$ cat config.mk
export PLATFORM = sky130hd
export DESIGN_NAME = tpu_compute_seq
export DESIGN_NICKNAME = d
export VERILOG_FILES = /design/src/rtl/tpu_compute_seq.sv
export SDC_FILE = /design/constraint.sdc
export NUM_CORES = 1
export LEC_CHECK = 0
export BUFFER_PORTS_ARGS = -buffer_cell sky130_fd_sc_hd__buf_2
export CAP_MARGIN = 40
export CORE_AREA = 4 4 41 43
export DETAILED_ROUTE_END_ITERATION = 7
export DIE_AREA = 0 0 45 47
export PLACE_DENSITY_LB_ADDON = 0.15
export SYNTH_ARGS = -nofsm -noshare
export SYNTH_HDL_FRONTEND = slang
export SYNTH_SLANG_ARGS = --single-unit
$ cat constraint.sdc
create_clock -name clk -period 2.3 [get_ports clk]
set_input_delay 0.23 -clock clk [delete_from_list [all_inputs] [get_ports clk]]
set_output_delay 0.23 -clock clk [all_outputs]
set_load 0.005 [all_outputs]
$ cat src/rtl/tpu_compute_seq.sv
// tpu_compute_seq: sequences memA/memB/systolic-array enables for one matmul pass per start.
// Define TPU_SEQ_PERF_EN to add the saturating pass_count output.
module tpu_compute_seq #(
    parameter int DIM  = 8,
    parameter int CNTW = $clog2(3*DIM)
) (
    input  logic clk,
    input  logic rst_n,
    input  logic start,
    input  logic host_wr_ab,
    input  logic host_wr_c,
    output logic memA_en,
    output logic memB_en,
    output logic sa_en,
    output logic busy,
    output logic done,
    output logic conflict,
`ifdef TPU_SEQ_PERF_EN
    output logic [15:0] pass_count,
`endif
    output logic start_drop
);
    localparam logic [1:0] IDLE    = 2'd0;
    localparam logic [1:0] COMPUTE = 2'd1;
    localparam logic [1:0] DONE    = 2'd2;
    localparam logic [CNTW-1:0] LAST = CNTW'(3*DIM-3);

    logic [1:0] state, state_nxt;
    logic [CNTW-1:0] cnt;
    logic accept, computing;

    assign computing = state == COMPUTE;
    assign accept    = start && !computing;

    always_comb begin
        state_nxt = accept ? COMPUTE :
                    computing ? ((cnt != LAST) ? COMPUTE : DONE) : IDLE;
    end

    // Outputs are registered from the next state so they line up with the state register.
    always_ff @(posedge clk or negedge rst_n) begin
        if (!rst_n) begin
            state      <= IDLE;
            cnt        <= '0;
            memA_en    <= 1'b0;
            memB_en    <= 1'b0;
            sa_en      <= 1'b0;
            busy       <= 1'b0;
            done       <= 1'b0;
            conflict   <= 1'b0;
            start_drop <= 1'b0;
        end else begin
            state      <= state_nxt;
            cnt        <= accept ? '0 : cnt + CNTW'(computing && cnt != LAST);
            memA_en    <= state_nxt == COMPUTE;
            memB_en    <= state_nxt == COMPUTE;
            sa_en      <= state_nxt == COMPUTE;
            busy       <= state_nxt == COMPUTE;
            done       <= state_nxt == DONE;
            conflict   <= accept ? 1'b0 : conflict | (busy & (host_wr_ab | host_wr_c));
            start_drop <= start && computing;
        end
    end

`ifdef TPU_SEQ_PERF_EN
    always_ff @(posedge clk or negedge rst_n) begin
        if (!rst_n)
            pass_count <= '0;
        else if (done && pass_count != 16'hFFFF)
            pass_count <= pass_count + 16'd1;
    end
`endif
endmodule

# Word-level counts from Yosys, hierarchy flattened
# Cells that the tools add are included.
[word_totals]
reg_bits = 11
latchBits = 0
ramBits = 0
romBits = 0
inputBits = 5
out_inout_bits = 7
n_memories = 0
[classes]
addsub = 1
multipliers = 0
div = 0
magnitude_cmp = 0
eq_ne = 4
shifts = 0
mux = 5
bitwise = 3
n_reduce_logical = 4
[ops]
columns = ["op", "count"]
rows = [
  ["2-bit two-way mux", 3],
  ["5-bit by 1-bit adder with 5-bit output", 1],
  ["5-bit two-way mux", 1],
  ["5-bit inequality test, second input constant", 1],
  ["2-bit by 1-bit equality test with 1-bit output, second input constant", 2],
  ["1-bit logical AND", 3],
  ["2-bit equality test, second input constant", 1],
  ["1-bit bitwise OR", 2],
  ["1-bit bitwise AND", 1],
  ["1-bit zero test", 1],
  ["1-bit two-way mux", 1],
]

# Logic depth before layout (Yosys ltp)
# Gate-level depths: netlist (run 1).
[logic_depth]
ltp_word = 5
ltp_mapped = 8

# Least setup slack after synthesis (run 1)
# Ideal clock, no wire load.
[synth_path]
path_kind = "register -> register"
from = "register cnt[1]"
to = "register cnt[4]"
setup_time_ps = 127
arrival_ps = 1597
required_ps = 2173
setup_slack_ps = 576
stages_incl_launch_ff = 9
path_buffers = 0
period_less_slack_ps = 1724
cell_sequence = "dfrtp_1 or3b_1 nor2_1 nor2_1 ha_1 ha_1 nand3_1 xor2_1 nor2_1"
[synth_via]
elab_chain_cells = 4
[synth_lines]
columns = ["item", "line_no", "text"]
rows = [
  ["start: declaration", "29", "logic [CNTW-1:0] cnt;"],
  ["start signal: assignment", "54", "cnt <= accept ? '0 : cnt + CNTW'(computing && cnt != LAST);"],
  ["5-bit inequality test", "54", ""],
  ["1-bit logical AND", "54", ""],
  ["5-bit by 1-bit adder with 5-bit output *", "54", ""],
  ["5-bit two-way mux *", "54", ""],
]
# Every way passes the cells marked *; elsewhere a longest branch is shown, timed or not.

# Final worst setup path (run 1)
# Ends and elaborated chain as after synthesis.

==> results.md, run 1 <==
* Synth top area cells: dfrtp_1 (58%), ha_1 (5.8%), buf_4 (5.2%), nor2_1 (5.2%), xor2_1 (4.1%)
* Multiplexer area fraction after synthesis at 0%
* Post-synthesis sequential area ratio at 58.0%
* Slowest CP cell: or3b_1
* Post-route DRC at 0
* Comb pwr share at 33.9%
* Number of port buffers at 11
* P_sw at 0.222 mW
* Root buf cell: clkbuf_4
* Crit path required time at 2.44 ns
* Max Slew Vio Count at 0
* R2r worst-path depth at 8
* Crit path DAT at 2.00 ns
* Layout cells sized above 1 at 30.8%
* CP top delay family: simple AND/OR/NAND/NOR gates
* Crit end category: flop
* Worst Setup Path Type: flop to flop
* HP Class: primary input to flop
* Lkg Pwr at 0.254 nW
* DR WL/cell at 10.9 µm
* DRT Pass-1 Iters at 2
* Max-cap viol count at 0
* Via Count at 298
* Largest net degree at the start of global routing at 11
* Clock sinks at 10
* Slowest stage delay, CP at 0.43 ns
* Worst-Margin Slew at 0.312 ns
* Synth cell types at 17
* RSZ-0062 raised after global routing: false
* Combinational family with the most area after synthesis: simple AND/OR/NAND/NOR gates
* Grt ovf at 0
* Switching share of total power at 33.1%
* Floorplan row count at 13
* Skew final at 0.00314 ns
* Final worst slack at 0.438 ns
* Vias in the first global route at 316
* Core Region at 0.00130 mm²
* Worst-path fanout max at 3
* I/O pin count at 12
* Initial antenna violation count at 0
* Antenna Violating Nets Remaining at 0
* Clock-pin slew on the worst setup and hold paths at 0.07 ns
* Cells after synthesis at 39
* Adder-cell share of the synthesized area at 5.80%
* Minimum clock period at 1.86 ns
* Final #Nets at 60
* 1st-iter DRT viols at 1
* First-pass GRT wire length at 1260 µm
* Synth area leader: dfrtp_1
* Simple-Gate Fraction of Synth Area at 19.7%
* Clock Tree Buf Depth at 2
* Die height at 47 µm
* Fin crit share at 81.0%
* Layout area overhead at 22.6%
* Compound-gate portion of the synthesized area at 3.48%
* Commonest cells after routing, fill and taps aside: buf_2 (11), dfrtp_1 (10), nor2_1 (6)
* Status: completed
* CP Depth at 8
* Max_slew headroom at 79.2%
* DP Worst Slack at 0.463 ns
* Final hold violations at 0
* H-tree levels at 1
* Hold path depth at 3
* Final Setup Violations at 0
* Internal power at 0.450 mW
* Sequential share of power at 42.8%
* Final Wtd Congestion at 0.719
* Syn Std Cell Area at 432 µm²
* Seq cells post-synth at 10
* PD cells at 1270 mW/mm²
* Worst path cell trace: or3b_1 > nor2_1 > nor2_1 > ha_1 > ha_1 > nand3_1 > xor2_1 > nor2_1
* # diodes at 0
* Clock Latency Late Sink at 0.26 ns
* Post-Synth XOR/XNOR Area at 6.09%
* Peak supply drop at 0.474 mV
* CTS tree: yes
* CP Launch Type: flop
* CP Buf/Inv Count at 0
* Die area at 0.00212 mm²
* Final wirelength at 732 µm
* Avg Inst Size Synth at 11.1 µm²
* Syn nets at 46
* Most common cell after layout, fill and taps aside: buf_2
* Clock share of power at 23.3%
* Setup TNS at 0 ns
* Yosys warns at 0
* CTS buffer count at 3
* Post-CTS setup buffer count at 0
* Initial Utilization at 33.2%
* Die width at 45 µm
* GRT Total Usage at 8.81%
* Most used cell, CP: nor2_1
* Via density at 4.45
* Yosys top cell area share at 58.0%
* Max frequency at 537 MHz
stage by stage:
stage / instances / hold slack, ns / total power, mW / area, µm² / utilization, %
4_1_cts: 67 / 0.198 / 0.685 / 529 / 40.7
3_3_place_gp: 62 / 0.0915 / 0.505 / 483 / 37.1
2_1_floorplan: 39 / -0.0656 / 0.463 / 432 / -
6_report: 67 / 0.202 / 0.672 / 529 / 40.7
5_1_grt: 67 / 0.238 / 0.732 / 529 / 40.7
3_5_place_dp: 62 / 0.0990 / 0.514 / 483 / 37.1
worst reg2reg max path, delay by kind of cell, from the launching register on:
kind                       cells  cell delay (ns)
and+or+nand+nor                5             0.77
adders and majority gates      2             0.43
DFF                            1             0.39
xor gates and xnor gates       1             0.16
cells by family after synthesis:
kind of cell    after synthesis
flops                        10
compound gates                3
xor+xnor                      3
simple gates                 16
buf+inv                       5
fa+ha+maj                     2
path summary, 6_finish.rpt:
check | startpoint | endpoint | slack, ns
min in group asynchronous | rst_n | state[1]$_DFF_PN0_ | 0.35
worst max register to register | cnt[1]$_DFF_PN0_ | cnt[4]$_DFF_PN0_ | 0.44
max in group asynchronous | rst_n | cnt[4]$_DFF_PN0_ | 1.77
worst max-delay path | cnt[1]$_DFF_PN0_ | cnt[4]$_DFF_PN0_ | 0.44
worst min register to register | conflict$_DFF_PN0_ | conflict$_DFF_PN0_ | 0.52
worst min-delay path | start | start_drop$_DFF_PN0_ | 0.20
state kept, by name, summed over array words and instances, names as in the netlist:
name / cells
done: 1
state: 2
start_drop: 1
cnt: 5
conflict: 1
cell type report:
class | count | area, µm²
multi-input cells | 24 | 151
repair buffers | 12 | 65.1
well taps | 15 | 18.8
flip-flops and latches | 10 | 250
clock buffers | 4 | 36.3
fillers | 136 | 772
inverters | 2 | 7.51
synth_stat cells, drive strengths merged:
library cell / n
xnor2: 1
nor2b: 2
nand2b: 1
nand2: 1
and2: 1
dfrtp: 10
o21ai: 1
ha: 2
or3b: 1
inv: 2
buf: 3
nand3: 2
a21oi: 2
nor3: 2
xor2: 2
nor2: 6
repair_timing:
action / CTS / global route
resized for setup: 0 / 0
hold endpoints to repair: 10 / 0
endpoints found under the setup margin: 0 / 0
hold buffers: 1 / 0
metal layers:
| layer | global-route usage [%] | part of all wire (%) | vias to the layer above |
|---|---|---|---|
| li1 | - | - | 147 |
| met1 | 8.98 | 42 | 137 |
| met2 | 14.4 | 47 | 12 |
| met3 | 3.45 | 9.7 | 2 |
| met4 | 7.02 | 0.82 | 0 |
| met5 | 0 | 0 | - |
power groups by stage:
stage	logic [mW]	clock network [mW]	registers, mW
floorplan	0.179	0	0.284
finish	0.228	0.157	0.287
detailed placement	0.225	0	0.289
global route	0.270	0.167	0.296
CTS	0.235	0.162	0.288
global placement	0.220	0	0.286
No activity file was read; power rests on OpenSTA's default activity.
==> inputs of run 2 (changes only) <==
Settings changed: ABC_AREA set to 1.
Clock period 2.3 ns to 1.5 ns, I/O delays scaled along.
==> results.md, run 2 <==
* Max frequency at 707 MHz
* Final wirelength at 932 µm
* Post-synth EDFFs at 0
* Max_slew headroom at 84.0%
* Crit path DAT at 1.58 ns
* Status: completed
* DR WL/cell at 10.7 µm
* Pwr Total at 1.31 mW
* Via density at 4.20
* Synth area leader: dfrtp_1
* Largest registers: cnt (5), state (2)
* Final hold violations at 0
* Cells after synthesis at 53
* Post-synthesis sequential area ratio at 51.8%
* Max Slew Vio Count at 0
* Peak supply drop at 0.880 mV
* Yosys top cell area share at 51.8%
* Yosys warns at 0
* Antenna Violating Nets Remaining at 0
* Worst-path fanout max at 2
* Clock Tree Buf Depth at 2
* Met3 Use GR at 3.45%
* Layout area overhead at 38.3%
* Primary FF master, synth: dfrtp_1
* Floorplan row count at 13
* Final #Nets at 80
* Max reg flops at 5
* DRT Pass-1 Iters at 2
* Most common cell after layout, fill and taps aside: buf_2
* Crit path required time at 1.67 ns
* Met2 Use GR at 14.4%
* Placed Instances at 81
* Die width at 45 µm
* Clock-pin slew on the worst setup and hold paths at 0.07 ns
* Commonest cells after routing, fill and taps aside: buf_2 (11), dfrtp_1 (10), nor2_1 (9)
* Compound-gate portion of the synthesized area at 2.85%
* Seq cells post-synth at 10
* Syn Std Cell Area at 483 µm²
* Non-filler instance count after layout at 87
* Synth cell types at 16
* Minimum clock period at 1.41 ns
* PD cells at 1960 mW/mm²
* Crit end category: flop
* Setup TNS at 0 ns
* Die height at 47 µm
* Post-route DRC at 0
* Post-DP HPWL at 637 µm
* GRT Total Usage at 10.6%
* Via Count at 365
* H-tree levels at 1
* DP Worst Slack at 0.0462 ns
* Vias in the first global route at 338
* CTS buffer count at 3
* Post-Synth XOR/XNOR Area at 1.81%
* Clock Latency Late Sink at 0.27 ns
* CTS tree: yes
* Simple-Gate Fraction of Synth Area at 24.4%
* Combinational family with the most area after synthesis: simple AND/OR/NAND/NOR gates
* Final core utilization at 51.3%
* Largest net degree at the start of global routing at 11
* Avg Inst Size Synth at 9.11 µm²
* 1st-iter DRT viols at 2
* Fin crit share at 94.3%
* Worst-Margin Slew at 0.239 ns
* Lkg Pwr at 0.352 nW
* HP Class: primary input to flop
* # diodes at 0
* Synth top area cells: dfrtp_1 (52%), nor2_1 (7.8%), inv_1 (7.0%), ha_1 (5.2%), buf_4 (4.7%)
* Clock sinks at 10
* Worst Setup Path Type: flop to flop
* Syn nets at 60
* Skew final at 0.00448 ns
* Adder-cell share of the synthesized area at 5.18%
* Top reg by flops: cnt
* Max-cap viol count at 0
* Multiplexer area fraction after synthesis at 0%
* Final worst slack at 0.0859 ns
* Core Region at 0.00130 mm²
* I/O pin count at 12
* Final Setup Violations at 0
* Root buf cell: clkbuf_4
* Die area at 0.00212 mm²
* First-pass GRT wire length at 1450 µm
* Number of port buffers at 11
* CP Launch Type: flop
* Layer with the highest usage: met2
* Layout cells sized above 1 at 52.8%
* Final Wtd Congestion at 0.682
* Number of fill cells at 139
* Ys async rst share at 100%
* Initial Utilization at 37.1%
* Met1 usage at 12.2%
* Grt ovf at 0
* Initial antenna violation count at 0
* Synth cell count leaders: dfrtp_1 (10), nor2_1 (10), inv_1 (9)
## run 2: cell types whose count changed in the layout (fill, tap and decap cells not counted), sizes merged, moves of 2 or more
cell,previous run,this run
nor2,6,11
xor2,2,0
nor2b,2,0
nor3,2,0
inv,2,11
buf,11,17
nand2,1,9
## run 2: logic make-up (layout without fill, tap and decap cells)
family | after synthesis | in the layout
and+or+nand+nor | 23 | 23
buffers and inverters | 15 | 34
DFF | 10 | 10
adders and majority gates | 2 | 2
AOI/OAI and AO/OA | 2 | 2
xor gates and xnor gates | 1 | 1
## run 2: worst paths after layout
path,start,end,slack (ns),cells after the start
worst max-delay path,cnt[0]$_DFF_PN0_,cnt[4]$_DFF_PN0_,0.09,11
worst max register to register,cnt[0]$_DFF_PN0_,cnt[4]$_DFF_PN0_,0.09,11
worst min-delay path,start,start_drop$_DFF_PN0_,0.12,3
worst min register to register,conflict$_DFF_PN0_,conflict$_DFF_PN0_,0.53,2
max in group asynchronous,rst_n,cnt[2]$_DFF_PN0_,1.03,2
min in group asynchronous,rst_n,start_drop$_DFF_PN0_,0.27,2
## run 2: layer usage
metal | share of wire (%) | wire length, µm
met5 | 0 | 0
met4 | 3.8 | 35
met3 | 6.5 | 61
met2 | 49 | 457
met1 | 40 | 377
## run 2: layout make-up
type / instances / area (µm²) / share of cell area, %
multi-input combinational: 28 / 208 / 31.1
inverter: 12 / 45.0 / 6.74
clock buffer: 4 / 36.3 / 5.43
tap: 15 / 18.8 / 2.81
timing repair buffer: 18 / 110 / 16.5
sequential: 10 / 250 / 37.5
## run 2: timing repair
action                                  4_1_cts  5_1_grt
endpoints found under the hold margin        10        0
buffers inserted                              0        1
hold buffers                                  1        0
endpoints found under the setup margin        0        2
gates resized for setup                       0       11
## run 2: per-stage QoR
step                hold WS, ns  cell area (µm²)
global route              0.125              668
finish                    0.116              668
detailed placement       0.0271              572
floorplan                -0.146              483
global placement         0.0226              572
CTS                       0.110              618
## run 2: worst max-delay path: stages, from the launching register on
cell and delay [ns]:
dfrtp_1 0.41, nand2_1 0.09, inv_2 0.06, nand3_2 0.08, nand2_2 0.09, inv_2 0.04
ha_4 0.16, ha_4 0.17, nand3_4 0.09, nand2_2 0.04, nand2_1 0.05, nor2_1 0.04
## run 2: power breakdown
group,switching [mW],leakage (nW),internal [mW]
sequential,0.0842,0.121,0.368
combinational,0.302,0.210,0.304
clock,0.103,0.0210,0.148
total,0.489,0.352,0.820
